<file path="src/rtl/acs_if.sv">
// Bundle between the branch-metric source and the add-compare-select array.
// Handshake: in_valid carries one trellis step per cycle with no backpressure; out_valid pulses for one cycle per accepted step.
interface acs_if #(
  parameter int K    = 3,
  parameter int PM_W = 6,
  parameter int BM_W = 2
);
  localparam int N = 1 << (K - 1);

  logic                start;
  logic                in_valid;
  logic [4*BM_W-1:0]   bm;
  logic                out_valid;
  logic [N-1:0]        decision;
  logic [N*PM_W-1:0]   pm;
  logic [K-2:0]        min_state;
  logic                norm;

  modport master (
    output start, in_valid, bm,
    input  out_valid, decision, pm, min_state, norm
  );

  modport slave (
    input  start, in_valid, bm,
    output out_valid, decision, pm, min_state, norm
  );
endinterface

</file>
<file path="src/rtl/acs_array.sv">
// Radix-2 add-compare-select array for a rate-1/2 Viterbi decoder: one trellis
// step per cycle, saturating metrics with subtractive normalisation.
module acs_array #(
  parameter int K    = 3,
  parameter int G0   = 7,
  parameter int G1   = 5,
  parameter int PM_W = 6,
  parameter int BM_W = 2
) (
  input logic  clock,
  input logic  reset,
  acs_if.slave bus
);
  localparam int N = 1 << (K - 1);
  localparam int S = K - 1;
  localparam logic [K-1:0]    G0_K     = K'(G0);
  localparam logic [K-1:0]    G1_K     = K'(G1);
  localparam logic [PM_W:0]   PM_MAX_X = {1'b0, {PM_W{1'b1}}};
  localparam logic [PM_W-1:0] PM_MAX   = {PM_W{1'b1}};
  localparam logic [PM_W-1:0] HALF     = {1'b1, {(PM_W-1){1'b0}}};

  logic [PM_W-1:0] pm_q [N];
  logic [PM_W-1:0] pm_d [N];
  logic [PM_W-1:0] surv [N];
  logic [N-1:0]    dec_q, dec_d;
  logic [S-1:0]    min_q, min_d;
  logic            norm_q, norm_d;
  logic            ov_q;

  logic [S-1:0]    ns_v, p0, p1;
  logic [1:0]      sym_a, sym_b;
  logic [BM_W-1:0] bm_a, bm_b;
  logic [PM_W:0]   sum_a, sum_b;
  logic [PM_W-1:0] min_v;

  // Code symbol {c0,c1} emitted on the branch labelled r = {u, predecessor}.
  function automatic logic [1:0] code_sym(input logic [K-1:0] r);
    return {^(r & G0_K), ^(r & G1_K)};
  endfunction

  always_comb begin
    ns_v  = '0;
    p0    = '0;
    p1    = '0;
    sym_a = '0;
    sym_b = '0;
    bm_a  = '0;
    bm_b  = '0;
    sum_a = '0;
    sum_b = '0;
    dec_d = '0;
    for (int s = 0; s < N; s++) begin
      surv[s] = '0;
      pm_d[s] = '0;
    end

    for (int ns = 0; ns < N; ns++) begin
      ns_v  = S'(ns);
      p0    = {ns_v[S-2:0], 1'b0};
      p1    = {ns_v[S-2:0], 1'b1};
      sym_a = code_sym({ns_v[S-1], p0});
      sym_b = code_sym({ns_v[S-1], p1});
      bm_a  = bus.bm[sym_a*BM_W +: BM_W];
      bm_b  = bus.bm[sym_b*BM_W +: BM_W];
      sum_a = {1'b0, pm_q[p0]} + (PM_W+1)'(bm_a);
      sum_b = {1'b0, pm_q[p1]} + (PM_W+1)'(bm_b);
      if (sum_a > PM_MAX_X) sum_a = PM_MAX_X;
      if (sum_b > PM_MAX_X) sum_b = PM_MAX_X;
      // Ties resolve toward the even predecessor.
      if (sum_a <= sum_b) begin
        surv[ns]  = sum_a[PM_W-1:0];
        dec_d[ns] = 1'b0;
      end else begin
        surv[ns]  = sum_b[PM_W-1:0];
        dec_d[ns] = 1'b1;
      end
    end

    // Strict compare keeps the lowest index; a uniform offset cannot move it.
    min_v = surv[0];
    min_d = '0;
    for (int s = 1; s < N; s++) begin
      if (surv[s] < min_v) begin
        min_v = surv[s];
        min_d = S'(s);
      end
    end

    norm_d = min_v[PM_W-1];
    for (int s = 0; s < N; s++) begin
      pm_d[s] = norm_d ? (surv[s] - HALF) : surv[s];
    end
  end

  always_ff @(posedge clock or posedge reset) begin
    if (reset) begin
      for (int s = 0; s < N; s++) pm_q[s] <= (s == 0) ? '0 : PM_MAX;
      dec_q  <= '0;
      min_q  <= '0;
      norm_q <= 1'b0;
      ov_q   <= 1'b0;
    end else if (bus.start) begin
      for (int s = 0; s < N; s++) pm_q[s] <= (s == 0) ? '0 : PM_MAX;
      dec_q  <= '0;
      min_q  <= '0;
      norm_q <= 1'b0;
      ov_q   <= 1'b0;
    end else if (bus.in_valid) begin
      pm_q   <= pm_d;
      dec_q  <= dec_d;
      min_q  <= min_d;
      norm_q <= norm_d;
      ov_q   <= 1'b1;
    end else begin
      ov_q   <= 1'b0;
    end
  end

  for (genvar gs = 0; gs < N; gs++) begin : g_pm_out
    assign bus.pm[gs*PM_W +: PM_W] = pm_q[gs];
  end

  assign bus.decision  = dec_q;
  assign bus.min_state = min_q;
  assign bus.norm      = norm_q;
  assign bus.out_valid = ov_q;
endmodule

</file>
<file path="src/flat_wrapper.sv">
// flat-port wrapper written by rule: the top's interface ports become plain ports
module acs_array_flat 
#(
  parameter int K    = 3,
  parameter int G0   = 7,
  parameter int G1   = 5,
  parameter int PM_W = 6,
  parameter int BM_W = 2
)
  (clock, reset, bus_start, bus_in_valid, bus_bm, bus_out_valid, bus_decision, bus_pm, bus_min_state, bus_norm);
  acs_if #(.K(K), .PM_W(PM_W), .BM_W(BM_W)) bus_i ();
  input logic clock;
  input logic reset;
  input wire logic [$bits(bus_i.start)-1:0] bus_start;
  input wire logic [$bits(bus_i.in_valid)-1:0] bus_in_valid;
  input wire logic [$bits(bus_i.bm)-1:0] bus_bm;
  output wire logic [$bits(bus_i.out_valid)-1:0] bus_out_valid;
  output wire logic [$bits(bus_i.decision)-1:0] bus_decision;
  output wire logic [$bits(bus_i.pm)-1:0] bus_pm;
  output wire logic [$bits(bus_i.min_state)-1:0] bus_min_state;
  output wire logic [$bits(bus_i.norm)-1:0] bus_norm;
  assign bus_i.start = bus_start;
  assign bus_i.in_valid = bus_in_valid;
  assign bus_i.bm = bus_bm;
  assign bus_out_valid = bus_i.out_valid;
  assign bus_decision = bus_i.decision;
  assign bus_pm = bus_i.pm;
  assign bus_min_state = bus_i.min_state;
  assign bus_norm = bus_i.norm;
  acs_array #(.K(K), .G0(G0), .G1(G1), .PM_W(PM_W), .BM_W(BM_W)) u_core (.clock(clock), .reset(reset), .bus(bus_i));
endmodule
</file>
<file path="config.mk">
export PLATFORM = sky130hd
export DESIGN_NAME = acs_array_flat
export DESIGN_NICKNAME = d
export VERILOG_FILES = /design/src/rtl/acs_if.sv /design/src/rtl/acs_array.sv /design/src/flat_wrapper.sv
export SDC_FILE = /design/constraint.sdc
export NUM_CORES = 1
export LEC_CHECK = 0
export ABC_AREA = 1
export BUFFER_PORTS_ARGS = -buffer_cell sky130_fd_sc_hd__buf_4
export CAP_MARGIN = 20
export CORE_ASPECT_RATIO = 0.9
export CORE_UTILIZATION = 40
export CTS_CLUSTER_DIAMETER = 200
export CTS_CLUSTER_SIZE = 40
export DETAILED_ROUTE_END_ITERATION = 7
export HOLD_SLACK_MARGIN = 0.1
export PLACE_DENSITY = 0.67
export SYNTH_ARGS = -nofsm -noshare
export SYNTH_HDL_FRONTEND = slang
export SYNTH_SLANG_ARGS = --single-unit
</file>
<file path="constraint.sdc">
create_clock -name clock -period 7.03 [get_ports clock]
set_clock_uncertainty 0.2 [all_clocks]
set_input_delay 1.0545 -clock clock [delete_from_list [all_inputs] [get_ports clock]]
set_output_delay 1.0545 -clock clock [all_outputs]
set_load 0.02 [all_outputs]
</file>
==> Word-level counts from Yosys, hierarchy flattened <==
Index checks and enable logic that the tools add are counted.
{ "classes": {"addsub": 12, "n_lt_le_gt_ge": 15, "muxes": 36, "reduce_logical": 1} }
{ "op_table": {"columns": ["cell", "n"], "rows": [
  ["$mux 6", 11],
  ["$add 6x2->7", 8],
  ["$gt 7x6->1 const B", 8],
  ["$mux 7", 8],
  ["$mux 24", 2],
  ["$le 7x7->1", 4],
  ["$sub 6x6->6 const B", 4],
  ["$lt 6x6->1", 3],
  ["$mux 1", 9],
  ["$mux 2", 4],
  ["$mux 4", 2],
  ["$reduce_bool 2->1", 1]
]} }
{ "word_totals": {"reg_bits": 32, "inputBits": 12, "output_inout_bits": 32, "wordCells": 72} }

==> Longest topological paths before layout <==
Gate-level depths: netlist of the first run.
{ "logic_depth": {"word_depth": 14, "ltp_mapped": 43, "mapped_depth_nobuf": 41} }

==> Least setup slack after synthesis of the first run <==
No wires, ideal clock.
{ "synth_timing": {"path_type": "input port to flip-flop", "from": "input bus_bm[2]", "to": "register u_core.pm_q, in the netlist u_core.bus.pm[5]", "setup_time_ps": 119, "arrival_ps": 6816, "required_ps": 6711, "setup_slack_ps": -105, "path_stages": 35, "n_path_buf": 3, "cell_sequence": "ha_1 > fa_1 > o41ai_1 > ha_1 > nand2_1 > inv_1 > a21oi_1 > nand2_1 > nand2_1 > clkbuf_1 > o21ai_0 > ha_1 > a21oi_1 > nor2_1 > a211oi_1 > nand2_2 > buf_2 > o21ai_0 > ha_1 > a21oi_1 > nor2_1 > a211oi_1 > nand2_2 > buf_2 > nand2_1 > o21ai_0 > ha_1 > a21oi_1 > nor2_1 > a211oi_1 > nand2_4 > nand2_2 > nand2_1 > nor2_2 > o21ai_2"} }
{ "synth_between": {"elab_chain_cells": 14, "word_cells_on_any_way": 19, "cone_classes": "add/sub (2); order compare (7); mux (10)"} }
{ "synth_lines": {"columns": ["element", "line_no", "source"], "rows": [
  ["from (decl)", "flat_wrapper.sv:16", "input wire logic [$bits(bus_i.bm)-1:0] bus_bm;"],
  ["$add 6x2->7", "acs_array.sv:66", "sum_b = {1'b0, pm_q[p1]} + (PM_W+1)'(bm_b);"],
  ["$gt 7x6->1", "acs_array.sv:68", "if (sum_b > PM_MAX_X) sum_b = PM_MAX_X;"],
  ["$mux 7", "acs_array.sv:68", null],
  ["$le 7x7->1", "acs_array.sv:70", "if (sum_a <= sum_b) begin"],
  ["$mux 6", "acs_array.sv:70", null],
  ["$lt 6x6->1", "acs_array.sv:83", "if (surv[s] < min_v) begin"],
  ["$mux 6", "acs_array.sv:83", null],
  ["$lt 6x6->1", "acs_array.sv:83", null],
  ["$mux 6", "acs_array.sv:83", null],
  ["$lt 6x6->1", "acs_array.sv:83", null],
  ["$mux 6 (*)", "acs_array.sv:83", null],
  ["$mux 6 (*)", "acs_array.sv:91", "pm_d[s] = norm_d ? (surv[s] - HALF) : surv[s];"],
  ["$mux 24 (*)", "acs_array.sv:108", "end else if (bus.in_valid) begin"],
  ["$mux 24 (*)", "acs_array.sv:102", "end else if (bus.start) begin"],
  ["to (signal assigned)", "acs_array.sv:109", "pm_q <= pm_d;"],
  ["to (decl)", "acs_array.sv:22", "logic [PM_W-1:0] pm_q [N];"]
]} }
Every way passes the cells marked *; elsewhere a longest branch is shown, timed or not. The select of a mux whose other input is x is not followed.
A chain may end at the register's enable or synchronous reset.

==> Final worst setup path of the first run <==
Same ends and word-level chain as after synthesis.

==> impl_metrics.json, run 1 <==
{
  "status": "finished clean",
  "hp-class": "reg2reg",
  "final-hold-violation-count": 0,
  "die_area_mm2": 0.01008,
  "synthMuxAreaShare_pct": 0.5171,
  "timing.rr.start": "u_core.bus.pm[18]$_DFFE_PP1P_",
  "yosysTopAreaCell": "ha_1",
  "drive_gt1_share_pct": 31.69,
  "numCtsBuffers": 5,
  "grt_overflow": 0,
  "ff_latch_area_um2": 823.3,
  "avgRoutedWirePerCell_um": 14.52,
  "antenna_found_initial": 0,
  "ys.flop_type": "dfstp_2",
  "final.fill_count": 876,
  "slew_headroom_pct": 52.23,
  "synth_most_common_cell": "nand2_1",
  "yosys.area.top_type_share_pct": 19.07,
  "setup_viol": 0,
  "clk_pin_slew_ns": 0.07,
  "clockRootBuffer": "clkbuf_8",
  "cp-end-kind": "flip-flop",
  "synth-edff-count": 0,
  "highest_layer": "met4",
  "hpwl_um": 9110,
  "cp_slowest_cell": "fa_2",
  "multi_input_area_mm2": 0.002950,
  "synth_xor_area_share_pct": 2.262,
  "initial_utilization_pct": 41.86,
  "coreArea_mm2": 0.009249,
  "synth-seq-cells": 32,
  "arrival_ns": 6.79,
  "drc_errors": 0,
  "synth_top_family_by_area": "simple AND/OR/NAND/NOR gates",
  "dr_wl_met2_um": 5421,
  "nets": 766,
  "yosysWarnings": 0,
  "crit_end": "u_core.bus.pm[5]$_DFFE_PP0P_",
  "grt_first_pass_wirelength_um": 18590,
  "yosys.area_share.simple_pct": 27.44,
  "start_kind": "input port",
  "synth_cell_types": 35,
  "synth.top_cells.by_count": "nand2_1, inv_1, ha_1, o21ai_0, nor2_1",
  "fmax_mhz": 146.8,
  "grt_pass1_vias": 3954,
  "cp_common_cell": "nand2_1",
  "ant_nets": 0,
  "grt_util_all_layers_pct": 23.07,
  "cts_max_path_buffers": 2,
  "die_w_um": 105.7,
  "vias": 4222,
  "cpPeakStageDelay_ns": 0.41,
  "drv_slew": 0,
  "path_delay_family": "adder cells",
  "ios": 44,
  "cts_max_level": 2,
  "ys_seq_area_share_pct": 21.27,
  "avgSynthCellArea_um2": 6.840,
  "worstPathRequired_ns": 7.01,
  "synthAdderAreaFrac_pct": 23.21,
  "grt_max_degree": 33,
  "async_reset_ff_share_pct": 100.0,
  "drt-met1-wl_um": 5711,
  "worstSetupStartpoint": "bus_bm[2]",
  "crit_cells": 39,
  "wirelength_um": 11770,
  "syn-cell-area_mm2": 0.003871,
  "worst_pin_slew_ns": 0.7104,
  "place_congestion": 0.9243,
  "cts_tree": "yes",
  "timing.final.crit_share_pct": 96.92,
  "period_needed_ns": 6.814,
  "viasPerCell": 5.212,
  "cts_sinks": 32,
  "ff2ff_path_depth": 38,
  "syn-instance-count": 566,
  "worstPathMaxFanout": 6,
  "n_antenna_cell": 0,
  "cap_viol_max_count": 0,
  "synth-compound-area-share_pct": 16.16,
  "reg2reg_slack_ns": 0.54,
  "met3_length_um": 543,
  "drt_iter0_drc": 202,
  "ys_top_cells_by_area": "ha_1, nand2_1, dfstp_2, dfrtp_1, inv_1",
  "criticalPathCategory": "in2reg",
  "die_y_um": 95.33,
  "areaGrowthSynthToFinish_pct": 33.94,
  "num_rows": 33,
  "crit_buf_inv": 5,
  "min_path_cells": 1,
  "utilization_pct": 56.06,
  "io_buffers": 43,
  "clkLatencyLatePin_ns": 0.28,
  "reg2reg_to": "u_core.bus.pm[5]$_DFFE_PP0P_",
  "holdWs_ns": 0.2954,
  "dr.pass1.iters": 6
}
[how the worst min path moves through the flow]
stage                                              from                                  end  slack, ns
finish              u_core.bus.min_state[0]$_DFFE_PP0P_  u_core.bus.min_state[0]$_DFFE_PP0P_       0.30
global route        u_core.bus.min_state[0]$_DFFE_PP0P_  u_core.bus.min_state[0]$_DFFE_PP0P_       0.30
CTS                 u_core.bus.min_state[0]$_DFFE_PP0P_  u_core.bus.min_state[0]$_DFFE_PP0P_       0.29
detailed placement  u_core.bus.min_state[1]$_DFFE_PP0P_  u_core.bus.min_state[1]$_DFFE_PP0P_       0.27
global placement    u_core.bus.min_state[0]$_DFFE_PP0P_  u_core.bus.min_state[0]$_DFFE_PP0P_       0.27
floorplan                  u_core.bus.pm[6]$_DFFE_PP1P_         u_core.bus.pm[6]$_DFFE_PP1P_       0.39
[final cells by class]
type                            count  share of cell area [%]
Inverter                           80                   5.840
Multi-Input combinational cell    452                   56.90
Clock inverter                      1                 0.09653
Sequential cell                    32                   15.88
Clock buffer                        7                   1.472
Timing Repair Buffer              116                   16.87
Tap cell                          122                   2.944
[cell usage in the layout, fill, tap and decap left out, types with 11 or more instances in the layout]
cell	count
inv_1	74
nand3_1	29
nor2_1	37
o21ai_2	11
buf_4	115
o21ai_0	35
nand2_2	17
dfrtp_1	14
dfstp_2	18
ha_1	52
nand2_1	142
o22ai_1	17
a21oi_1	24
[sequential cells by signal, indices dropped and copies added, names as in the netlist]
register              count
u_core.bus.decision       4
u_core.bus.min_state      2
u_core.bus.norm           1
u_core.bus.out_valid      1
u_core.bus.pm            24
[logic make-up after synthesis]
family	Yosys count
compound gates	114
xor+xnor	10
fa+ha+maj	67
buf+inv	91
flops	32
mux	2
other cells	2
simple gates	248
[timing repair]
action,4_1_cts,5_1_grt
pin swaps,2,24
hold endpoints to repair,0,0
resized for setup,4,63
cloned,0,3
hold buffers,0,0
endpoints found under the setup margin,7,7
buffers inserted,5,9
[through the flow]
| step | worst slack, ns | instances | TNS [ns] | area, um^2 |
|---|---|---|---|---|
| 6_report | 0.2165 | 810 | 0 | 5185 |
| 5_1_grt | -0.1526 | 810 | -0.7052 | 5185 |
| 4_1_cts | 0.02247 | 797 | 0 | 4887 |
| 3_5_place_dp | -0.5742 | 784 | -3.597 | 4763 |
| 3_3_place_gp | -0.2686 | 784 | -1.527 | 4763 |
| 2_1_floorplan | 0.05145 | 572 | 0 | 3899 |
[metal layers]
layer | vias up | global-route usage (%)
li1 | 2108 | -
met1 | 1988 | 32.45
met2 | 113 | 38.07
met3 | 13 | 3.418
met4 | 0 | 3.935
met5 | - | 0
Power of run 1 is not shown: default switching activity piles up to over one toggle a cycle in this logic, so the estimate is an artifact.
==> run 2, diff against run 1 <==
--- a/config.mk
+++ b/config.mk
@@ -6,15 +6,15 @@
 export NUM_CORES = 1
 export LEC_CHECK = 0
 export ABC_AREA = 1
-export BUFFER_PORTS_ARGS = -buffer_cell sky130_fd_sc_hd__buf_4
 export CAP_MARGIN = 20
 export CORE_ASPECT_RATIO = 0.9
 export CORE_UTILIZATION = 40
 export CTS_CLUSTER_DIAMETER = 200
 export CTS_CLUSTER_SIZE = 40
 export DETAILED_ROUTE_END_ITERATION = 7
+export DONT_BUFFER_PORTS = 1
 export HOLD_SLACK_MARGIN = 0.1
-export PLACE_DENSITY = 0.67
+export PLACE_DENSITY = 0.63
 export SYNTH_ARGS = -nofsm -noshare
 export SYNTH_HDL_FRONTEND = slang
 export SYNTH_SLANG_ARGS = --single-unit
==> run 2 against run 1 <==
Effect of this change:
- sequential share of layout area is 2.6 points higher
- worst setup slack better by 0.12 ns
- critical path depth is 3 higher
- clock-buffer cell count is 1 higher
- wire length is 6.8% lower
- register-to-register slack worse by 0.05 ns
- hold slack better by 0.14 ns
- global-route usage is 0.46 points lower
==> impl_metrics.json, run 2 (same netlist as run 1, synthesis figures left out) <==
{
  "final_common_cell": "nand2_1",
  "cts_tree": "yes",
  "grt_max_degree": 33,
  "n_antenna_cell": 0,
  "ios": 44,
  "io_buffers": 0,
  "setup_ws_ns": 0.3392,
  "fmax_mhz": 149.5,
  "cts_max_path_buffers": 2,
  "grt_first_pass_wirelength_um": 18040,
  "worst_pin_slew_ns": 0.6993,
  "design_area_mm2": 0.004464,
  "dr.pass1.iters": 5,
  "drc_errors": 0,
  "hpwl_um": 8869,
  "grt_util_all_layers_pct": 22.61,
  "clk_pin_slew_ns": 0.06,
  "clockRootBuffer": "clkbuf_8",
  "avgRoutedWirePerCell_um": 14.93,
  "cp_common_cell": "nand2_1",
  "numCtsBuffers": 5,
  "final_cell_mix": "nand2_1, inv_1, ha_1",
  "status": "finished clean",
  "timing.rr.start": "u_core.bus.pm[18]$_DFFE_PP1P_",
  "timing.final.crit_share_pct": 95.17,
  "slew_headroom_pct": 52.89,
  "final-hold-violation-count": 0,
  "period_needed_ns": 6.691,
  "worstPathRequired_ns": 7.00,
  "areaGrowthSynthToFinish_pct": 15.32,
  "worstPathMaxFanout": 7,
  "cts_sinks": 32,
  "reg2reg_slack_ns": 0.49,
  "grt_overflow": 0,
  "hp-class": "reg2reg",
  "num_rows": 33,
  "die_y_um": 95.33,
  "wirelength_um": 10960,
  "reg2reg_to": "u_core.bus.pm[5]$_DFFE_PP0P_",
  "drv_slew": 0,
  "cap_viol_max_count": 0,
  "cp_slowest_cell": "fa_1",
  "grt_pass1_vias": 3705,
  "final.fill_count": 930,
  "vias": 3941,
  "clkLatencyLatePin_ns": 0.28,
  "drt_iter0_drc": 223,
  "final_cells": 734,
  "place_congestion": 0.9178,
  "setup_viol": 0,
  "holdWs_ns": 0.4393,
  "min_path_cells": 1,
  "start_kind": "input port",
  "die_w_um": 105.7,
  "hold_buffers": 0,
  "cp-end-kind": "flip-flop",
  "hold-path-endpoint": "u_core.bus.min_state[0]$_DFFE_PP0P_",
  "cts_max_level": 2,
  "drive_gt1_share_pct": 17.48,
  "worst_hold_startpoint": "u_core.bus.min_state[0]$_DFFE_PP0P_",
  "antenna_found_initial": 0,
  "cpPeakStageDelay_ns": 0.39,
  "viasPerCell": 5.369,
  "die_area_mm2": 0.01008,
  "criticalPathCategory": "in2reg",
  "ant_nets": 0,
  "multi_input_area_mm2": 0.002790,
  "place_ws_ns": -0.3410,
  "nets": 690,
  "initial_utilization_pct": 41.86,
  "place_area_mm2": 0.004275,
  "largest_reg_flops": 24,
  "dp_cells": 719,
  "arrival_ns": 6.66,
  "coreArea_mm2": 0.009249,
  "ff_latch_area_um2": 823.3,
  "ff2ff_path_depth": 38
}
-- run 2: cell types whose count changed in the layout (fill, tap and decap cells not counted), moves of 6 or more --
| cell | change |
|---|---|
| a21oi_1 | +6 |
| a21oi_2 | -6 |
| buf_4 | -74 |
| ha_1 | +7 |
| nand2_1 | +7 |
| nand2_2 | -7 |
| o21ai_2 | -7 |
-- run 2: routing by layer --
metal | track usage (%) | routed length, um | vias up
met5 | 0 | 0 | -
met4 | 4.398 | 122 | 0
met3 | 4.033 | 738 | 15
met2 | 37.09 | 4978 | 131
met1 | 31.36 | 5122 | 1840
li1 | - | - | 1955
-- run 2: worst max-delay path by stage --
| stage | slack [ns] | to | start | cells past startpoint |
|---|---|---|---|---|
| final | 0.34 | u_core.bus.pm[5]$_DFFE_PP0P_ | bus_bm[6] | 42 |
| after global routing | -0.06 | u_core.bus.pm[17]$_DFFE_PP1P_ | bus_bm[3] | 38 |
| after CTS | 0.09 | u_core.bus.pm[5]$_DFFE_PP0P_ | bus_bm[6] | 37 |
| after detailed placement | -0.34 | u_core.bus.pm[5]$_DFFE_PP0P_ | bus_bm[6] | 36 |
| after global placement | -0.12 | u_core.bus.pm[5]$_DFFE_PP0P_ | bus_bm[6] | 36 |
| after floorplan | 0.05 | u_core.bus.pm[5]$_DFFE_PP0P_ | bus_bm[2] | 35 |
-- run 2: layout make-up --
cell class                      count  share of cell area, %
Clock buffer                        8                  2.018
Multi-Input combinational cell    451                  62.50
Timing Repair Buffer               41                  6.895
Inverter                           80                  6.726
Sequential cell                    32                  18.44
Tap cell                          122                  3.419
-- run 2: what timing repair did --
action / 4_1_cts / 5_1_grt
pin swaps: 0 / 5
setup endpoints to repair: 5 / 7
setup buffers: 0 / 5
resized for setup: 3 / 23
cloned: 0 / 2
-- run 2: through the flow --
step,utilization (%),TNS [ns]
final,48.27,0
after detailed placement,46.23,-2.030
after global routing,48.27,-0.1630
after global placement,46.23,-0.4901
after floorplan,-,0
after CTS,47.25,0
-- run 2: worst max-delay path: cells and delay by family --
kind / cells / cell delay [ns]
AND/OR/NAND/NOR: 18 / 1.46
AO/OA/AOI/OAI: 12 / 1.78
adder cells (fa/ha/maj): 6 / 1.63
buffers and inverters: 6 / 0.70
Power of run 2 is left out for the same reason.
==> run 3, diff against run 2 <==
--- a/config.mk
+++ b/config.mk
@@ -9,6 +9,7 @@
 export CAP_MARGIN = 20
 export CORE_ASPECT_RATIO = 0.9
 export CORE_UTILIZATION = 40
+export CTS_BUF_LIST = sky130_fd_sc_hd__clkbuf_4
 export CTS_CLUSTER_DIAMETER = 200
 export CTS_CLUSTER_SIZE = 40
 export DETAILED_ROUTE_END_ITERATION = 7
==> run 3 against run 2 <==
Effect of this change:
- final cell count is the same
- via count is 0.76% lower
- sequential cell count stayed put
- first-iteration DRC count grew 14%
- maximum frequency about the same
- cell area fell by 1.3%
- register-to-register slack lost 0.04 ns
- die area unchanged
- worst setup slack got worse by 0.0025 ns
- clock-buffer cell count down 1
- sequential share of layout area rose by 0.24 points
- critical path type unchanged
- critical endpoint unchanged
- largest cell class unchanged
- highest routed layer unchanged
==> impl_metrics.json, run 3 (same netlist as run 1, synthesis figures left out) <==
{
  "ios": 44,
  "grt_first_pass_wirelength_um": 17980,
  "final.fill_count": 945,
  "reg2reg_slack_ns": 0.45,
  "final_cells": 734,
  "worstSetupStartpoint": "bus_bm[2]",
  "clkLatencyLatePin_ns": 0.33,
  "clk_pin_slew_ns": 0.09,
  "cts_tree": "yes",
  "viasPerCell": 5.328,
  "dr.pass1.iters": 5,
  "wirelength_um": 10920,
  "fmax_mhz": 149.4,
  "period_needed_ns": 6.693,
  "drc_errors": 0,
  "final-hold-violation-count": 0,
  "die_area_mm2": 0.01008,
  "slew_headroom_pct": 57.74,
  "clockRootBuffer": "clkbuf_4",
  "grt_pass1_vias": 3686,
  "cts_max_level": 2,
  "criticalPathCategory": "in2reg",
  "worst_pin_slew_ns": 0.6272,
  "fin_setup_tns_ns": 0,
  "n_antenna_cell": 0,
  "ff_latch_area_um2": 823.3,
  "grt_max_degree": 33,
  "die_w_um": 105.7,
  "drt_iter0_drc": 255,
  "grt_overflow": 0,
  "die_y_um": 95.33,
  "crit_buf_inv": 4,
  "cap_viol_max_count": 0,
  "drive_gt1_share_pct": 16.67,
  "timing.rr.start": "u_core.bus.pm[7]$_DFFE_PP1P_",
  "numCtsBuffers": 5,
  "crit_cells": 37,
  "hp-class": "reg2reg",
  "cp_slowest_cell": "fa_1",
  "setup_viol": 0,
  "nets": 690,
  "grt_util_all_layers_pct": 22.64,
  "dp_cells": 719,
  "cpPeakStageDelay_ns": 0.45,
  "io_buffers": 0,
  "coreArea_mm2": 0.009249,
  "cts_sinks": 32,
  "cp-end-kind": "flip-flop",
  "crit_end": "u_core.bus.pm[5]$_DFFE_PP0P_",
  "ff2ff_path_depth": 42,
  "antenna_found_initial": 0,
  "vias": 3911,
  "path_delay_family": "compound AO/OA/AOI/OAI gates",
  "hpwl_um": 8869,
  "utilization_pct": 47.65,
  "drv_slew": 0,
  "largest_reg_flops": 24,
  "timing.final.crit_share_pct": 95.21,
  "initial_utilization_pct": 41.86,
  "worstPathRequired_ns": 7.05,
  "cp_common_cell": "nand2_1",
  "avgRoutedWirePerCell_um": 14.87,
  "ant_nets": 0,
  "arrival_ns": 6.71,
  "multi_input_area_mm2": 0.002766,
  "num_rows": 33,
  "place_ws_ns": -0.3410,
  "areaGrowthSynthToFinish_pct": 13.83,
  "status": "finished clean",
  "reg2reg_to": "u_core.bus.pm[5]$_DFFE_PP0P_",
  "worstPathMaxFanout": 8,
  "cts_max_path_buffers": 2,
  "start_kind": "input port",
  "final_cell_mix": "nand2_1, inv_1, ha_1",
  "setup_ws_ns": 0.3367,
  "final_common_cell": "nand2_1",
  "place_congestion": 0.9178
}
==> run 3: cell types whose count changed in the layout (fill, tap and decap cells not counted), moves of 2 or more <==
cell	previous run	this run
clkbuf_4	0	7
clkbuf_8	6	0
a21oi_1	30	33
clkbuf_1	2	0
a21oi_2	3	0
fa_2	2	0
fa_1	6	8
==> run 3: how the worst min path moves through the flow <==
stage	from	cells after the start	slack [ns]	endpoint
CTS	u_core.bus.min_state[0]$_DFFE_PP0P_	1	0.46	u_core.bus.min_state[0]$_DFFE_PP0P_
floorplan	u_core.bus.pm[6]$_DFFE_PP1P_	2	0.39	u_core.bus.pm[6]$_DFFE_PP1P_
detailed placement	u_core.bus.min_state[0]$_DFFE_PP0P_	1	0.42	u_core.bus.min_state[0]$_DFFE_PP0P_
global placement	u_core.bus.min_state[0]$_DFFE_PP0P_	1	0.41	u_core.bus.min_state[0]$_DFFE_PP0P_
finish	u_core.bus.min_state[0]$_DFFE_PP0P_	1	0.45	u_core.bus.min_state[0]$_DFFE_PP0P_
global route	u_core.bus.min_state[0]$_DFFE_PP0P_	1	0.48	u_core.bus.min_state[0]$_DFFE_PP0P_
==> run 3: timing repair <==
action / 4_1_cts / 5_1_grt
gates cloned: 0 / 2
buffers inserted: 0 / 5
endpoints found under the setup margin: 4 / 7
gates resized for setup: 1 / 17
pin swaps: 0 / 5
hold buffers: 0 / 0
==> run 3: area by class of cell <==
cell class / instances / area share, %
repair buffers: 41 / 6.985
flip-flops and latches: 32 / 18.68
well taps: 122 / 3.464
inverters: 80 / 6.814
multi-input cells: 451 / 62.78
clock buffers: 7 / 1.193
clock inverters: 1 / 0.08518
==> run 3: layer usage <==
metal	part of all wire [%]	vias up	track usage [%]	wire length [um]
met1	47	1829	31.27	5078
li1	-	1957	-	-
met2	45	112	36.98	4952
met5	0	-	0	0
met4	1.2	0	5.093	132
met3	6.9	13	4.033	753
==> run 3: metrics by stage <==
step	area, um^2	hold slack (ns)
final	4407	0.4458
after global routing	4407	0.4787
after CTS	4332	0.4565
after detailed placement	4275	0.4238
after global placement	4275	0.4123
after floorplan	3899	0.3898
Power of run 3 is left out for the same reason.
